==> src/rtl/nibble_serial_add_ctrl.sv <==
// -----------------------------------------------------------------------------
// nibble_serial_add_ctrl
//
// Sequencer that performs one W-bit add or subtract (W = 4*NIBBLES) through
// a single, external, purely combinational 4-bit ripple-carry adder slice.
// The operation proceeds one nibble per clock, least-significant nibble first.
// The carry between nibbles is chained through an internal register.
//
// Subtraction is A + ~B + 1. The operand B is inverted when it is latched, and
// the carry register is preset to 1. A final carry of 1 therefore means
// "no borrow".
//
// Ports:
//   clk        rising-edge clock
//   rst        synchronous, active-high reset (priority over everything)
//   start      request, sampled only in IDLE
//   sub        0 = A+B+cin, 1 = A-B (cin ignored)
//   cin        carry-in for add
//   op_a/op_b  W-bit operands, latched on the accepted start
//   busy       high while the nibble loop runs
//   done       one-cycle pulse, sum/cout valid
//   sum        W-bit result register (valid from done until next start)
//   cout       final carry out
//   add_a/b/c  drive the adder slice (all zero outside RUN)
//   add_sum    slice sum4 (combinational response to add_a/b/c)
//   add_carry  slice carry4
// -----------------------------------------------------------------------------
module nibble_serial_add_ctrl #(
  parameter int NIBBLES = 4
) (
  input  logic                   clk,
  input  logic                   rst,
  input  logic                   start,
  input  logic                   sub,
  input  logic                   cin,
  input  logic [4*NIBBLES-1:0]   op_a,
  input  logic [4*NIBBLES-1:0]   op_b,
  output logic                   busy,
  output logic                   done,
  output logic [4*NIBBLES-1:0]   sum,
  output logic                   cout,
  output logic [3:0]             add_a,
  output logic [3:0]             add_b,
  output logic                   add_c,
  input  logic [3:0]             add_sum,
  input  logic                   add_carry
);

  localparam int W     = 4 * NIBBLES;
  // A one-nibble operand still needs a 1-bit counter so the vector is legal.
  localparam int IDX_W = (NIBBLES > 1) ? $clog2(NIBBLES) : 1;
  localparam logic [IDX_W-1:0] LAST_IDX = IDX_W'(NIBBLES - 1);

  typedef enum logic [1:0] {
    S_IDLE = 2'd0,
    S_RUN  = 2'd1,
    S_DONE = 2'd2
  } state_e;

  state_e           state_q, state_d;
  logic [IDX_W-1:0] idx_q,   idx_d;
  logic [W-1:0]     a_q,     a_d;
  logic [W-1:0]     b_q,     b_d;
  logic             carry_q, carry_d;
  logic [W-1:0]     sum_q,   sum_d;
  logic             cout_q,  cout_d;
  logic             busy_q,  busy_d;
  logic             done_q,  done_d;
  logic [3:0]       add_a_q, add_a_d;
  logic [3:0]       add_b_q, add_b_d;

  // ---------------------------------------------------------------------------
  // Next-state logic.
  // The slice inputs are registered. Each time idx changes, the nibble for the
  // new index is loaded, so add_a/add_b always line up with idx_q while in RUN.
  // ---------------------------------------------------------------------------
  always_comb begin
    // NOTE: every signal gets a default before the case; a path that leaves
    // one unassigned would infer a latch.
    state_d = state_q;
    idx_d   = idx_q;
    a_d     = a_q;
    b_d     = b_q;
    carry_d = carry_q;
    sum_d   = sum_q;
    cout_d  = cout_q;
    add_a_d = '0;
    add_b_d = '0;

    unique case (state_q)
      S_IDLE: begin
        if (start) begin
          a_d     = op_a;
          b_d     = sub ? ~op_b : op_b;
          carry_d = sub ? 1'b1 : cin;
          idx_d   = '0;
          add_a_d = a_d[3:0];
          add_b_d = b_d[3:0];
          state_d = S_RUN;
        end
      end

      S_RUN: begin
        sum_d[{idx_q, 2'b00} +: 4] = add_sum;
        if (idx_q == LAST_IDX) begin
          cout_d  = add_carry;
          // Clearing the carry here keeps add_c low outside RUN.
          carry_d = 1'b0;
          idx_d   = '0;
          state_d = S_DONE;
        end else begin
          carry_d = add_carry;
          idx_d   = idx_q + 1'b1;
          add_a_d = a_q[{idx_d, 2'b00} +: 4];
          add_b_d = b_q[{idx_d, 2'b00} +: 4];
        end
      end

      S_DONE: begin
        state_d = S_IDLE;
      end

      default: begin
        state_d = S_IDLE;
      end
    endcase

    busy_d = (state_d == S_RUN);
    done_d = (state_d == S_DONE);
  end

  // ---------------------------------------------------------------------------
  // State and registered outputs.
  // ---------------------------------------------------------------------------
  always_ff @(posedge clk) begin
    // NOTE: non-blocking assignments let every flop sample the pre-edge
    // values, whatever the order of the assignments below.
    if (rst) begin
      state_q <= S_IDLE;
      idx_q   <= '0;
      a_q     <= '0;
      b_q     <= '0;
      carry_q <= 1'b0;
      sum_q   <= '0;
      cout_q  <= 1'b0;
      busy_q  <= 1'b0;
      done_q  <= 1'b0;
      add_a_q <= '0;
      add_b_q <= '0;
    end else begin
      state_q <= state_d;
      idx_q   <= idx_d;
      a_q     <= a_d;
      b_q     <= b_d;
      carry_q <= carry_d;
      sum_q   <= sum_d;
      cout_q  <= cout_d;
      busy_q  <= busy_d;
      done_q  <= done_d;
      add_a_q <= add_a_d;
      add_b_q <= add_b_d;
    end
  end

  assign busy  = busy_q;
  assign done  = done_q;
  assign sum   = sum_q;
  assign cout  = cout_q;
  assign add_a = add_a_q;
  assign add_b = add_b_q;
  assign add_c = carry_q;

  // The counter must never address past the top nibble.
  a_idx_range: assert property (@(posedge clk) disable iff (rst)
    idx_q <= LAST_IDX);

  // The slice inputs are quiet whenever the loop is not running.
  a_quiet_idle: assert property (@(posedge clk) disable iff (rst)
    (state_q != S_RUN) |-> (add_a_q == 4'd0 && add_b_q == 4'd0 && !carry_q));

endmodule

==> config.mk <==
export PLATFORM = sky130hd
export DESIGN_NAME = nibble_serial_add_ctrl
export DESIGN_NICKNAME = d
export VERILOG_FILES = /design/src/rtl/nibble_serial_add_ctrl.sv
export SDC_FILE = /design/constraint.sdc
export NUM_CORES = 1
export LEC_CHECK = 0
export ABC_AREA = 1
export CAP_MARGIN = 10
export CORE_MARGIN = 4
export CORE_UTILIZATION = 35
export CTS_CLUSTER_SIZE = 16
export DETAILED_ROUTE_END_ITERATION = 12
export PLACE_DENSITY = 0.58
export SLEW_MARGIN = 10
export SYNTH_ARGS = -nofsm -noshare
export SYNTH_HDL_FRONTEND = slang
export SYNTH_SLANG_ARGS = --single-unit
==> constraint.sdc <==
create_clock -name clk -period 3 [get_ports clk]
set_input_delay 0.6 -clock clk [delete_from_list [all_inputs] [get_ports clk]]
set_output_delay 0.6 -clock clk [all_outputs]
set_load 0.02 [all_outputs]
==> summary.txt <==
Routing
  • Vias: between 2000 and 3000
  • DR iter-0 viols: ~130
  • Top sig layer: met4
  • Met1 wire length: roughly 3300 µm
  • Drt total wl: 7050 µm
  • Routed Antenna Nets: 0
  • DRC: 0
  • WL met3: 378 µm
  • Vias per cell: roughly 4.6
  • Wire length per cell: 13.1 µm
  • DR pass1 iterations: 4
  • Met2 wire len: around 3300 µm

Power and ir drop
  • Leak: 1.46 nW
  • VDD IR max: around 0.00018 V
  • PD cells: between 500 and 600 nW/µm²

Global route
  • Initial antenna violation count: 0
  • Global Route Usage Sum: between 10% and 20%
  • Pin count of the biggest net entering global routing: 39
  • GR Overflow Total: 0
  • First-pass GRT wire length: 11400 µm
  • Vias in the first global route: roughly 2300

Die
  • Die footprint: between 9000 and 10000 µm²
  • Die height: 98.4 µm
  • Horiz. Die Dim: 98.4 µm
  • # rows: 32
  • Num ports: 70
  • Core area: around 7800 µm²
  • Initial Util: approximately 36%

Timing
  • Max-slew headroom: slightly below 40%
  • Setup TNS: 0 ns
  • Slew @ Worst Pin: between 0.9 and 1 ns
  • Skew final: roughly 0.0068 ns
  • Fin crit period: 1.98 ns
  • Tcrit/Tclk final: approximately two thirds
  • Max Clk Rate: between 500 and 600 MHz
  • Hold Violations, Final: 0
  • Slew Limit Fails: 0
  • RSZ-0062 raised after global routing: no
  • Final Setup Violations: 0

Logic synthesis
  • Sequential area share after synthesis: ~45%
  • Synth Area in Simple Gates: 26.4%
  • Top cells by area, synth: dfxtp_1 45%, nand2_1 12%, a21oi_1 7.7%
  • Syn_area_per_cell: slightly below 8 µm²
  • XOR/XNOR share of the synthesized area: 4.90%
  • Count of different cell masters after synthesis: 24
  • Compound-Gate Fraction of Synth Area: 13.4%
  • Post-synth top area share: between 40 and 50%
  • Synthesis-stage register bit count: 64
  • Synth area leader: dfxtp_1
  • Yosys warnings: 0
  • Cells after Synth: 369
  • Largest family of logic cells by synthesized area: simple AND/OR/NAND/NOR gates
  • Multiplexer area fraction after synthesis: 0%
  • Adder-cell share of the synthesized area: ~2.2%
  • Syn Nets: around 420
  • Syn Std Cell Area: 2860 µm²

Layout
  • Final Cell Area: approximately 3800 µm²
  • Finished Core Util: 48.0%
  • Layout area overhead: 31.9%
  • Net count, final: 480
  • Layout cells sized above 1: under 10%
  • Ant. Diodes: 0

Clock network
  • Post-CTS Setup Inserts: 0
  • CTS tree: done
  • H-tree Lvls: 3
  • CTS Root Cell: clkbuf_8
  • Worst-Skew Late Latency: 0.33 ns
  • Reg clk slew, reported paths: about 0.07 ns
  • Clock tree buffer depth: 2
  • Post_cts resized: 0
  • Num CTS Buffers: 9
  • Hold-fix buffers, CTS: 0
  • Clock Sink Count: 64

Worst setup path
  • Critical path class: reg -> reg
  • Most frequent CP cell: nand2_1
  • Critical path arrival: 2.25 ns
  • Crit-path max FO: 11
  • Setup crit end kind: register
  • CP Cell Sequence: inv_1 > ha_1 > inv_2 > nor2_2 > nand2_1 > nor2_4 > nand2_1 > a21oi_1
  • Crit-path max cell delay: ~0.57 ns
  • Worst EP required: 3.26 ns
  • Max stage delay cell, worst path: ha_1
  • CP Launch Type: register

Placed design
  • DP Wirelength: 4840 µm
  • Placer congestion estimate: ~0.76
  • # port buffers: just under 70
  • Placed cell area: 3570 µm²

Run status
  • Outcome: completed

Run
  • Max-cap violations: 0

Hold path
  • Hold Path Class: reg -> reg
-- power by group --
part / internal, mW / switching [mW] / leakage, nW
registers: 0.902 / 0.0243 / 0.525
logic: 0.153 / 0.203 / 0.829
clock network: 0.427 / 0.318 / 0.103
total: 1.48 / 0.545 / 1.46
-- per-stage QoR --
stage	worst slack [ns]	total power, mW	std cells	hold WS (ns)
final	1.02	2.03	540	0.457
after global routing	0.855	2.13	540	0.466
after CTS	1.00	2.05	540	0.461
after detailed placement	0.731	1.30	524	0.450
after global placement	0.769	1.30	524	0.445
after floorplan	1.33	1.18	369	0.429
-- cell usage after synthesis --
cell / count
nand4_1: 1
a211oi_1: 9
inv_2: 3
nand2_4: 3
buf_2: 7
inv_1: 19
nand2_2: 1
nor2_1: 35
o21ai_0: 19
ha_1: 5
nand2_8: 1
buf_1: 1
dfxtp_1: 64
a21oi_1: 44
buf_6: 5
xor2_1: 7
clkinv_8: 1
buf_4: 4
nand3_1: 28
clkbuf_1: 3
nand2_1: 93
xnor2_1: 9
nor2_4: 5
nor2_2: 2
-- worst max-delay path: cells and delay by family, from the launching register on --
kind,cells,cell delay (ns)
buf+inv,2,0.34
fa+ha+maj,1,0.57
compound gates,1,0.11
simple gates,4,0.50
flops,1,0.39
-- placed cells by master, fill, tap and decap left out, drive strengths merged --
master and instances:
ha 5, clkdlybuf4s50 69, dfxtp 64, nand2 98
nor2 42, nand3 28, xnor2 9, nand4 1
bufinv 1, clkbuf 13, o21ai 19, a211oi 9
clkinv 3, inv 22, xor2 7, buf 4
a21oi 44
-- area by class of cell --
type                            count  area, µm²
Timing Repair Buffer               73        721
Tap cell                          102        128
Fill cell                         814       4080
Multi-Input combinational cell    262       1340
Clock inverter                      3       40.0
Sequential cell                    64       1280
Clock buffer                       13        159
Inverter                           23       98.8
-- state kept, by name (all words and copies together), names as in the netlist --
name     cells
add_b        4
state_q      2
sum         16
idx_q        2
add_c        1
done         1
a_q         16
busy         1
add_a        4
cout         1
b_q         16
-- per-layer routing --
layer,up-vias,track usage (%)
met1,1121,19.0
met2,56,23.6
met3,9,3.50
li1,1315,-
met4,0,5.99
met5,-,0
-- path summary, 6_finish.rpt --
check,end,slack [ns],startpoint,depth (start not counted)
worst max register to register,sum[9],1.02,idx_q[1],8
worst min register to register,b_q[11],0.46,b_q[11],2
worst min-delay path,b_q[11],0.46,b_q[11],2
worst max-delay path,sum[9],1.02,idx_q[1],8
-- cell families (layout without fill, tap and decap cells) --
logic type               count (synthesis)  in the layout
AND/OR/NAND/NOR                        169            169
adder cells (fa/ha/maj)                  5              5
AO/OA/AOI/OAI                           72             72
buffers and inverters                   43            112
flip-flops                              64             64
XOR/XNOR                                16             16
Power figures use the tool's default switching activity.
